File: config.mk
export PLATFORM = sky130hd
export DESIGN_NAME = axi_rd_arbiter
export DESIGN_NICKNAME = d
export VERILOG_FILES = /design/src/rtl/axi_arb_pkg.sv /design/src/rtl/axi_rr_picker.sv /design/src/rtl/axi_rd_arbiter.sv
export SDC_FILE = /design/constraint.sdc
export NUM_CORES = 1
export LEC_CHECK = 0
export BUFFER_PORTS_ARGS = -buffer_cell sky130_fd_sc_hd__buf_4
export CAP_MARGIN = 30
export CORE_MARGIN = 3
export CORE_UTILIZATION = 53
export DETAILED_ROUTE_END_ITERATION = 10
export GPL_ROUTABILITY_DRIVEN = 1
export PLACE_DENSITY = 0.84
export SYNTH_ARGS = -nofsm -noshare
export SYNTH_HDL_FRONTEND = slang
export SYNTH_SLANG_ARGS = --single-unit
File: constraint.sdc
create_clock -name ACLK -period 3.6 [get_ports ACLK]
set_input_delay 0.36 -clock ACLK [delete_from_list [all_inputs] [get_ports ACLK]]
set_output_delay 0.36 -clock ACLK [all_outputs]
set_load 0.005 [all_outputs]
File: src/rtl/axi_arb_pkg.sv
// Shared types and constants for the AXI read-path arbiter.
package axi_arb_pkg;

  localparam int unsigned NUM_MASTERS     = 4;
  localparam int unsigned ID_W            = $clog2(NUM_MASTERS);
  localparam int unsigned MAX_OUTSTANDING = 4;
  localparam int unsigned CNT_W           = $clog2(MAX_OUTSTANDING + 1);
  localparam int unsigned MAX_BURSTS      = 8;
  localparam int unsigned QUOTA_W         = $clog2(MAX_BURSTS + 1);

  typedef enum logic [1:0] {
    ST_IDLE  = 2'd0,
    ST_GRANT = 2'd1,
    ST_DRAIN = 2'd2
  } arb_state_e;

  function automatic logic [NUM_MASTERS-1:0] onehot_from_id(input logic [ID_W-1:0] id);
    return NUM_MASTERS'(1) << id;
  endfunction

endpackage

File: src/rtl/axi_rr_picker.sv
// Combinational round-robin picker: first requester after last_id, wrapping.
module axi_rr_picker #(
  parameter int unsigned N  = 4,
  parameter int unsigned IW = $clog2(N)
) (
  input  logic [N-1:0]  req,
  input  logic [IW-1:0] last_id,
  output logic [IW-1:0] pick_id,
  output logic          pick_valid
);

  logic [IW-1:0] w_idx;

  // Offset 1 is checked first so last_id itself has lowest priority.
  always_comb begin
    pick_id    = '0;
    pick_valid = 1'b0;
    w_idx      = '0;
    for (int unsigned k = 1; k <= N; k++) begin
      w_idx = IW'((32'(last_id) + k) % N);
      if (!pick_valid && req[w_idx]) begin
        pick_id    = w_idx;
        pick_valid = 1'b1;
      end
    end
  end

endmodule

File: src/rtl/axi_rd_arbiter.sv
// Round-robin grant holder for the shared AXI read path with
// outstanding-burst tracking and per-tenure AR quota.
module axi_rd_arbiter
  import axi_arb_pkg::*;
(
  input  logic                   ACLK,
  input  logic                   ARESETn,
  input  logic [NUM_MASTERS-1:0] m_arvalid,
  input  logic                   bus_arready,
  input  logic                   bus_rvalid,
  input  logic                   bus_rready,
  input  logic                   bus_rlast,
  output logic [NUM_MASTERS-1:0] grant,
  output logic [ID_W-1:0]        grant_id,
  output logic                   grant_valid,
  output logic                   ar_allow,
  output logic [CNT_W-1:0]       outstanding,
  output logic                   err_underflow
);

  arb_state_e             r_state,    w_state_nxt;
  logic [NUM_MASTERS-1:0] r_grant,    w_grant_nxt;
  logic [ID_W-1:0]        r_grant_id, w_grant_id_nxt;
  logic [ID_W-1:0]        r_last_id,  w_last_id_nxt;
  logic [CNT_W-1:0]       r_cnt,      w_cnt_nxt;
  logic [QUOTA_W-1:0]     r_quota,    w_quota_nxt;
  logic                   r_err,      w_err_nxt;

  logic            w_ar_hs;
  logic            w_r_done;
  logic            w_underflow;
  logic [ID_W-1:0] w_pick_id;
  logic            w_pick_valid;

  axi_rr_picker #(.N(NUM_MASTERS), .IW(ID_W)) u_picker (
    .req        (m_arvalid),
    .last_id    (r_last_id),
    .pick_id    (w_pick_id),
    .pick_valid (w_pick_valid)
  );

  assign ar_allow    = (r_state == ST_GRANT) && (r_cnt < CNT_W'(MAX_OUTSTANDING));
  assign w_ar_hs     = ar_allow & m_arvalid[r_grant_id] & bus_arready;
  assign w_r_done    = bus_rvalid & bus_rready & bus_rlast;
  assign w_underflow = w_r_done && (r_cnt == '0);

  // A completion with nothing outstanding is flagged rather than wrapping the count.
  always_comb begin
    if (w_underflow) w_cnt_nxt = r_cnt + CNT_W'(w_ar_hs);
    else             w_cnt_nxt = r_cnt + CNT_W'(w_ar_hs) - CNT_W'(w_r_done);
  end

  always_comb begin
    w_state_nxt    = r_state;
    w_grant_nxt    = r_grant;
    w_grant_id_nxt = r_grant_id;
    w_last_id_nxt  = r_last_id;
    w_quota_nxt    = r_quota;
    w_err_nxt      = r_err | w_underflow;
    case (r_state)
      ST_IDLE: begin
        if (w_pick_valid) begin
          w_state_nxt    = ST_GRANT;
          w_grant_nxt    = onehot_from_id(w_pick_id);
          w_grant_id_nxt = w_pick_id;
          w_last_id_nxt  = w_pick_id;
          w_quota_nxt    = '0;
        end
      end
      ST_GRANT: begin
        if (w_ar_hs) w_quota_nxt = r_quota + QUOTA_W'(1);
        if (!m_arvalid[r_grant_id] && (w_cnt_nxt == '0)) begin
          w_state_nxt    = ST_IDLE;
          w_grant_nxt    = '0;
          w_grant_id_nxt = '0;
        end else if (!m_arvalid[r_grant_id]) begin
          w_state_nxt = ST_DRAIN;
        end else if (w_ar_hs && (r_quota + QUOTA_W'(1) == QUOTA_W'(MAX_BURSTS))) begin
          w_state_nxt = ST_DRAIN;
        end
      end
      ST_DRAIN: begin
        if (w_cnt_nxt == '0) begin
          w_state_nxt    = ST_IDLE;
          w_grant_nxt    = '0;
          w_grant_id_nxt = '0;
        end
      end
      default: begin
        w_state_nxt    = ST_IDLE;
        w_grant_nxt    = '0;
        w_grant_id_nxt = '0;
      end
    endcase
  end

  always_ff @(posedge ACLK or negedge ARESETn) begin
    if (!ARESETn) begin
      r_state    <= ST_IDLE;
      r_grant    <= '0;
      r_grant_id <= '0;
      r_last_id  <= ID_W'(NUM_MASTERS - 1);
      r_cnt      <= '0;
      r_quota    <= '0;
      r_err      <= 1'b0;
    end else begin
      r_state    <= w_state_nxt;
      r_grant    <= w_grant_nxt;
      r_grant_id <= w_grant_id_nxt;
      r_last_id  <= w_last_id_nxt;
      r_cnt      <= w_cnt_nxt;
      r_quota    <= w_quota_nxt;
      r_err      <= w_err_nxt;
    end
  end

  assign grant         = r_grant;
  assign grant_id      = r_grant_id;
  assign grant_valid   = (r_state != ST_IDLE);
  assign outstanding   = r_cnt;
  assign err_underflow = r_err;

endmodule
==> flow_summary_export.csv, run 1 <==
group,metric,value,unit
grt,grt_first_pass_wirelength,3.788,mm
clock_network,cts_resized,0,
final_layout,layout-drive-gt1-share,24.06,%
power,clkPwrFrac,10.4,%
sta,fmax,0.3161,GHz
power,p_sw_share,38.59,%
power,p_int,0.0006132,W
yosys,synth_edf_count,0,
route,viasPerCell,5.449,
setup_path,critPathLaunch,"grant_id[0]",
sta,slew_headroom,78.72,%
clock_network,clk_pin_slew,0.10,ns
route,first_iter_violations,11,
clock_network,cts_root_buf,"clkbuf_4",
run_status,status,"finished, final reports clean",
yosys,syn_nets,125,
route,antenna_left,0,
yosys,ys_async_sr_fraction,100.0,%
setup_path,path_buf_inv,2,
grt,grt_antenna_before_repair,0,
sta,fin_tns_setup,0,ns
setup_path,crit_arrival,3.36,ns
power,max-vdd-ir-drop,491.1,µV
die,coreArea,1839,µm²
route,vias,861,
sta,hold_violations,0,
die,io_pins,22,
setup_path,worst-r2r-cell-count,12,
die,die-width,51.37,µm
placed_design,port_buffers,21,
yosys,ys.flop_type,"dfrtp_1",
yosys,syn-cell-area,1091,µm²
setup_path,cpPeakStageDelay,0.57,ns
die,design.die.area,2639,µm²
die,start_util,59.32,%
setup_path,path_max_fanout,8,
die,die_h,51.37,µm
clock_network,cts_buffer_depth,2,
clock_network,insertion_delay,0.30,ns
yosys,syn_inst,109,
sta,min_period,3.164,ns
final_layout,final_nets,150,
power,pwr_density_cell,768.1,nW/µm²
final_layout,n_antenna_cell,0,
setup_path,r2r_setup_slack,0.44,ns
setup_path,path_delay_family,"multiplexers",
setup_path,path_class,"reg2reg",
sta,grt_setup_unrepaired,"false",
setup_path,crit_top_cell,"ha_1",
power,power,0.0009985,W
yosys,syn_avg_cell_area,10.01,µm²
yosys,synth_area_leaders,"dfrtp_1 (37%), ha_1 (6.9%), dfstp_2 (4.8%), o21ai_0 (3.7%), nand2_1 (3.4%)",
setup_path,regToRegStartpoint,"grant_id[0]",
yosys,synth_common_cells,"dfrtp_1 (16), nand2_1 (10), o21ai_0 (8), nand3_1 (7), nor2_1 (7)",
final_layout,area_delta_synth_final,19.15,%
sta,worst_pin_slew,0.3162,ns
final_layout,fin_area,1300,µm²
route,routed_wl,2.165,mm
setup_path,path_cells,"mux4_2 > nand3_1 > inv_1 > ha_1 > ha_1 > inv_1 > ha_1 > xnor3_1 > nand3_1 > mux2i_2 > o22ai_2 > mux2_4",
route,drc,0,
yosys,seq_area_frac_synth,41.51,%
worst_hold_path,hold_path.class,"in2async",
yosys,synth-seq-cells,18,
power,seq_power_share,37.8,%
grt,grt_pass1_vias,866,
yosys,yosysMostFrequentCell,"dfrtp_1",
yosys,ys_warn_count,0,
clock_network,cts_tree,"done",
placed_design,placed_cell_area,1264,µm²
job,max-cap-violations,0,
yosys,yosysTopAreaCell,"dfrtp_1",
setup_path,end_kind,"register",
setup_path,regToRegEndpoint,"grant[0]",
placed_design,hpwl,1.720,mm
setup_path,required,3.80,ns
final_layout,fill_cells,154,
sta,final.period_utilization,87.88,%
grt,grt.overflow.total,0,
placed_design,gp_congestion,0.9017,
clock_network,cts_buffers,3,
clock_network,clock-sinks,18,
setup_path,path_depth,12,
grt,grt_max_degree,19,
setup_path,crit_path_start_kind,"register",
route,wl_per_cell,13.70,µm
clock_network,htree_num_levels,1,
grt,grt_usage,18.95,%
route,drtPass1Iterations,4,
power,comb_power_share,51.8,%
power,power.switching,0.0003853,W
yosys,synth_top_area_share,36.70,%
sta,skew,0.008970,ns
power,leakage,0.6460,nW
die,rows,15,
setup_path,cpMaxStageDelayCell,"mux4_2",
yosys,yosysUniqueCellTypes,40,
sta,holdWs,0.4516,ns
sta,final-max-slew-violation-count,0,
sta,setup_viol,0,
## kinds of logic after synthesis
logic type	count (synthesis)	synth area share, %
xor+xnor	4	4.473
mux	5	6.536
fa+ha+maj	6	6.881
compound gates	26	16.29
simple gates	43	21.10
flops	18	41.51
buf+inv	7	3.211
## cell type report
cell class,instances,area (µm²),share of cell area (%)
flip-flops and latches,18,452.9,34.84
inverters,5,18.77,1.444
multi-input cells,84,603.1,46.39
well taps,25,31.28,2.406
repair buffers,22,167.7,12.90
clock buffers,4,26.28,2.021
## state kept, by name, indices dropped and copies added (netlist names)
signal         cells
grant              4
r_quota            4
outstanding        3
grant_id           2
r_last_id          2
r_state            2
err_underflow      1
## worst max path at each step
stage / endpoint / slack [ns]
finish: grant[0] / 0.44
global route: grant[0] / 0.20
CTS: grant[0] / 0.42
detailed placement: grant[0] / 0.36
global placement: grant[0] / 0.45
floorplan: grant[0] / 0.66
## through the flow
step	setup WS, ns	std cells	utilization [%]
2_1_floorplan	0.6596	109	-
3_3_place_gp	0.4475	153	68.71
3_5_place_dp	0.3646	153	68.71
4_1_cts	0.4187	158	70.68
5_1_grt	0.2040	158	70.68
6_report	0.4362	158	70.68
## layer usage
metal | part of all wire [%] | track usage (%)
met5 | 0 | 0
met4 | 0.97 | 5.240
met3 | 3.8 | 5.539
met2 | 49 | 31.36
met1 | 46 | 23.93
## layout by cell type, fill, tap and decap left out, types with 2 or more instances in the layout
master    synthesis  routed
a21o_1            4       4
a21oi_1           5       5
o21ai_0           8       8
ha_1              6       6
nand2b_1          3       3
inv_1             5       5
dfstp_2           2       2
nor3b_1           2       2
nor2b_1           2       2
dfrtp_1          16      16
a22o_1            3       3
mux2i_1           2       2
nand2_1          10      10
or3_1             2       2
buf_4             0      21
nand3_1           7       7
clkbuf_4          0       3
xor2_1            2       2
nor2_1            7       7
## timing repair
action,CTS,global route
buffers inserted,0,0
hold endpoints to repair,16,0
hold buffers,1,0
## power groups by stage
stage | combinational [W] | sequential (W) | clock, W
after detailed placement | 0.000521 | 0.000379 | 0
final | 0.000517 | 0.000377 | 0.000104
after CTS | 0.000523 | 0.000375 | 0.000107
after global routing | 0.000582 | 0.000388 | 0.000116
after global placement | 0.000506 | 0.000375 | 0
after floorplan | 0.000362 | 0.000364 | 0
## worst reg2reg max path, cell delays in order, from the launching register on
cell and delay [ns]:
dfrtp_1 0.42, mux4_2 0.57, nand3_1 0.24, inv_1 0.10, ha_1 0.19, ha_1 0.31, inv_1 0.05, ha_1 0.22
xnor3_1 0.21, nand3_1 0.09, mux2i_2 0.20, o22ai_2 0.15, mux2_4 0.32
(Power assumes the default switching activity.)
==> inputs of run 2 (changes only) <==
CORE_UTILIZATION = 48   (was 53)
PLACE_DENSITY = 0.81   (was 0.84)
SYNTH_HIERARCHICAL = 1   (was unset)
clock period = 2.6 ns   (was 3.6 ns; I/O delays follow)
==> flow_summary_export.csv, run 2 <==
group,metric,value,unit
final_layout,layout-drive-gt1-share,32.39,%
clock_network,cts_buffers,3,
yosys,syn_inst,111,
grt,grt_max_degree,19,
grt,grt_pass1_vias,898,
job,max-cap-violations,0,
final_layout,post-route-util,68.13,%
placed_design,gp_congestion,0.8272,
route,drc,0,
setup_path,end_kind,"register",
final_layout,layout_commonest_cell,"buf_4",
setup_path,path_cells,"mux4_2 > nand3_4 > nor2_2 > ha_1 > inv_2 > ha_4 > xnor2_2 > a41oi_2 > a21o_4 > a32o_1",
route,first_iter_violations,17,
yosys,seq_area_frac_synth,42.59,%
placed_design,port_buffers,21,
sta,grt_setup_unrepaired,"true",
yosys,syn_avg_cell_area,9.581,µm²
yosys,synth_area_leaders,"dfrtp_1 (38%), ha_1 (5.9%), dfstp_2 (4.9%), nand2_1 (4.9%), mux2i_1 (3.8%)",
power,max-vdd-ir-drop,648.4,µV
sta,skew,0.001729,ns
die,design.die.area,2816,µm²
grt,grt_first_pass_wirelength,4.077,mm
final_layout,final_nets,159,
run_status,status,"finished, final reports clean",
yosys,yosysUniqueCellTypes,34,
die,coreArea,2022,µm²
sta,fin_ws,0.04094,ns
power,pwr_density_cell,1082,nW/µm²
clock_network,cts_tree,"done",
clock_network,htree_num_levels,1,
die,io_pins,22,
route,vias,915,
worst_hold_path,hold_path.class,"in2async",
setup_path,path_max_fanout,4,
grt,grt_usage,20.26,%
yosys,yosysMostFrequentCell,"dfrtp_1",
grt,grt.overflow.total,0,
setup_path,path_class,"reg2reg",
route,antenna_left,0,
sta,final-max-slew-violation-count,0,
clock_network,clock-sinks,18,
grt,grt_antenna_before_repair,0,
final_layout,area_delta_synth_final,29.53,%
clock_network,insertion_delay,0.29,ns
route,drtPass1Iterations,4,
final_layout,fin_area,1378,µm²
yosys,syn_nets,126,
sta,hold_violations,0,
final_layout,final_cell_mix,"buf_4 (28), dfrtp_1 (16), nand2_1 (14), nor2_1 (8)",
final_layout,n_antenna_cell,0,
sta,setup_viol,0,
yosys,yosysTopAreaCell,"dfrtp_1",
route,routed_wl,2.504,mm
yosys,synth_top_area_share,37.65,%
sta,final.period_utilization,98.43,%
setup_path,crit_path_start_kind,"register",
power,leakage,0.6569,nW
sta,fmax,0.3908,GHz
die,start_util,52.60,%
sta,worst_pin_slew,0.3362,ns
final_layout,fill_cells,153,
yosys,ys_warn_count,6,
final_layout,final_cells,169,
setup_path,cpMaxStageDelayCell,"mux4_2",
yosys,synth_common_cells,"dfrtp_1 (16), nand2_1 (14), nor2_1 (9), inv_1 (7)",
placed_design,numPlacedInstances,160,
setup_path,r2r_setup_slack,0.04,ns
setup_path,cpPeakStageDelay,0.55,ns
setup_path,worst-r2r-cell-count,10,
placed_design,post-place-ws,0.03883,ns
setup_path,regToRegStartpoint,"grant_id[0]",
setup_path,path_buf_inv,1,
die,die_h,53.07,µm
sta,min_period,2.559,ns
yosys,syn-cell-area,1064,µm²
yosys,synth_edf_count,0,
placed_design,placed_cell_area,1272,µm²
die,die-width,53.07,µm
route,viasPerCell,5.414,
die,rows,16,
clock_network,clk_pin_slew,0.10,ns
clock_network,cts_root_buf,"clkbuf_4",
route,wl_per_cell,14.82,µm
clock_network,cts_buffer_depth,2,
placed_design,hpwl,1.858,mm
setup_path,path_delay_family,"compound AO/OA/AOI/OAI gates",
setup_path,regToRegEndpoint,"grant[3]",
yosys,ys.flop_type,"dfrtp_1",
yosys,ys_async_sr_fraction,100.0,%
sta,fin_tns_setup,0,ns
yosys,synth-seq-cells,18,
setup_path,required,2.79,ns
setup_path,crit_arrival,2.75,ns
sta,slew_headroom,77.59,%
[run 2: cell count changes after synthesis, moves of 3 or more]
cell	previous run	this run
nand2_1	10	14
a22o_1	3	0
o21ai_1	0	3
o21ai_0	8	5
nand2b_1	3	6
a21o_1	4	1
[run 2: cell type report]
type	instances	area (µm²)	share of cell area [%]
multi-input cells	85	621.8	45.14
well taps	27	33.78	2.452
repair buffers	29	220.2	15.99
flip-flops and latches	18	452.9	32.88
clock buffers	3	22.52	1.635
inverters	7	26.28	1.907
[run 2: worst max path at each step]
stage	start	to	depth (start not counted)
2_1_floorplan	grant_id[0]	grant[3]	11
3_3_place_gp	grant_id[0]	grant[3]	10
3_5_place_dp	grant_id[0]	grant[3]	10
4_1_cts	grant_id[0]	grant[3]	10
5_1_grt	grant_id[0]	grant[3]	10
6_report	grant_id[0]	grant[3]	10
[run 2: cell families (layout without fill, tap and decap cells)]
| logic type | count (synthesis) | after routing | synth area share [%] |
|---|---|---|---|
| buffers and inverters | 8 | 39 | 2.941 |
| DFF | 18 | 18 | 42.59 |
| muxes | 5 | 5 | 5.882 |
| adders and majority gates | 5 | 5 | 5.882 |
| AOI/OAI and AO/OA | 26 | 26 | 17.88 |
| xor gates and xnor gates | 5 | 5 | 4.118 |
| and+or+nand+nor | 44 | 44 | 20.71 |
[run 2: through the flow]
stage	power, W	hold WS (ns)
after global routing	0.001599	0.3680
after detailed placement	0.001237	0.1456
after floorplan	0.0009603	-0.03559
final	0.001490	0.3597
after global placement	0.001199	0.1428
after CTS	0.001395	0.3631
[run 2: repair_timing]
action	in CTS	in global routing
hold buffers	1	0
endpoints found under the setup margin	1	7
gates resized for setup	0	6
cloned	0	0
endpoints found under the hold margin	16	0
pin swaps	1	6
buffers inserted	1	4
[run 2: per-layer routing]
metal / GRT usage (%) / wire (µm) / vias up
met3: 3.380 / 74 / 4
met2: 32.02 / 1293 / 20
li1: - / - / 448
met1: 25.62 / 1093 / 443
met5: 0 / 0 / -
met4: 12.34 / 42 / 0
[run 2: where the power goes]
part,internal (W),switching (W)
Clock,0.0000539,0.0000852
Sequential,0.000399,0.000118
Combinational,0.000433,0.000401
Total,0.000886,0.000604
==> inputs of run 3 (changes only) <==
==> constraint.sdc (replaced) <==
create_clock -name ACLK -period 2.6 [get_ports ACLK]
set_input_delay 0.52 -clock ACLK [delete_from_list [all_inputs] [get_ports ACLK]]
set_output_delay 0.52 -clock ACLK [all_outputs]
set_load 0.005 [all_outputs]
==> flow_summary_export.csv, run 3 (synthesis results as in run 2) <==
group,metric,value,unit
sta,slew_headroom,73.68,%
placed_design,port_buffers,21,
die,rows,16,
clock_network,clock-sinks,18,
setup_path,regToRegStartpoint,"grant_id[0]",
grt,grt_usage,19.27,%
power,max-vdd-ir-drop,711.4,µV
route,routed_wl,2.307,mm
placed_design,hpwl,1.741,mm
clock_network,insertion_delay,0.30,ns
setup_path,path_class,"reg2reg",
route,drc,0,
power,power,0.001492,W
grt,grt_first_pass_wirelength,3.933,mm
clock_network,cts_root_buf,"clkbuf_4",
sta,fin_ws,0.07538,ns
run_status,status,"finished, final reports clean",
final_layout,layout_commonest_cell,"buf_4",
final_layout,fin_area,1404,µm²
setup_path,crit_path_start_kind,"register",
grt,grt.overflow.total,0,
clock_network,cts_buffer_depth,2,
die,start_util,52.60,%
route,met3WireLength,135,µm
setup_path,r2r_setup_slack,0.08,ns
die,die-width,53.07,µm
job,max-cap-violations,0,
final_layout,final_cell_mix,"buf_4 (31), dfrtp_1 (16), nand2_1 (14), nor2_1 (8)",
placed_design,post-place-ws,-0.1206,ns
final_layout,regArea,452.9,µm²
placed_design,placed_cell_area,1345,µm²
sta,final.period_utilization,97.10,%
die,design.die.area,2816,µm²
setup_path,crit_arrival,2.72,ns
final_layout,fill_cells,144,
power,leakage,0.6738,nW
power,pwr_density_cell,1063,nW/µm²
route,met1_length,1.022,mm
setup_path,required,2.79,ns
sta,fmax,0.3961,GHz
route,drtPass1Iterations,4,
die,coreArea,2022,µm²
route,route.met2.wl,1.111,mm
clock_network,cts_tree,"done",
clock_network,cts_buffers,3,
final_layout,area_delta_synth_final,32.00,%
clock_network,cts_hold_buf,0,
route,dr.max_layer_used,"met4",
route,viasPerCell,5.366,
clock_network,clk_pin_slew,0.11,ns
route,wl_per_cell,13.41,µm
setup_path,end_kind,"register",
route,first_iter_violations,18,
setup_path,path_max_fanout,4,
worst_hold_path,hold_path.class,"in2async",
setup_path,worst-r2r-cell-count,10,
final_layout,n_antenna_cell,0,
sta,min_period,2.525,ns
route,antenna_left,0,
sta,setup_viol,0,
setup_path,regToRegEndpoint,"grant[3]",
sta,hold_violations,0,
sta,final-max-slew-violation-count,0,
placed_design,gp_congestion,0.8621,
grt,grt_max_degree,19,
final_layout,final_nets,161,
die,io_pins,22,
clock_network,htree_num_levels,1,
die,die_h,53.07,µm
sta,worst_pin_slew,0.3948,ns
grt,grt_pass1_vias,884,
final_layout,multi_input_area,621.8,µm²
grt,grt_antenna_before_repair,0,
sta,skew,0.007699,ns
route,vias,923,
final_layout,layout-drive-gt1-share,34.48,%
[run 3: cell count changes in the layout (fill, tap and decap cells not counted)]
cell and change:
buf_4 +3, clkbuf_8 +1, dlygate4sd3_1 -1
[run 3: cell type report]
class	instances	share of cell area, %
multi-input cells	85	44.30
flip-flops and latches	18	32.26
repair buffers	31	16.58
clock buffers	4	2.585
well taps	27	2.406
inverters	7	1.872
[run 3: worst max-delay path, cell delays in order (launching register included)]
cell and delay [ns]:
dfrtp_1 0.39, mux4_2 0.57, nand3_4 0.13, nor2_2 0.04
ha_1 0.30, inv_2 0.06, ha_4 0.16, xnor2_2 0.14
a41oi_2 0.20, a21o_4 0.25, a32o_1 0.19
[run 3: repair_timing]
item | 4_1_cts | 5_1_grt
buffers inserted | 0 | 2
gates resized for setup | 0 | 1
endpoints found under the setup margin | 0 | 5
[run 3: worst max path at each step]
stage                    end         start  slack [ns]  depth (start not counted)
floorplan           grant[3]  m_arvalid[3]       -0.01                         11
global placement    grant[3]  m_arvalid[3]       -0.04                         11
detailed placement  grant[3]  m_arvalid[3]       -0.12                         11
CTS                 grant[3]   grant_id[0]        0.06                         10
global route        grant[3]   grant_id[0]       -0.04                         10
finish              grant[3]   grant_id[0]        0.08                         10
[run 3: through the flow]
stage               hold WS, ns  utilization (%)  TNS (ns)  std cells
floorplan                0.2244                -  -0.01427        111
global placement         0.3984            66.52  -0.07100        166
detailed placement       0.4036            66.52   -0.4001        166
CTS                     0.06664            68.32         0        170
global route            0.06446            69.43  -0.06423        172
finish                  0.06577            69.43         0        172
[run 3: layer usage]
metal  up-vias  track usage (%)
met5         -                0
met4         0            8.085
met3         5            4.507
met2        29            30.99
met1       430            24.64
li1        459                -
[run 3: power breakdown]
part | switching (W) | internal (W)
sequential | 0.000111 | 0.000399
clock | 0.0000913 | 0.0000854
combinational | 0.000385 | 0.000421
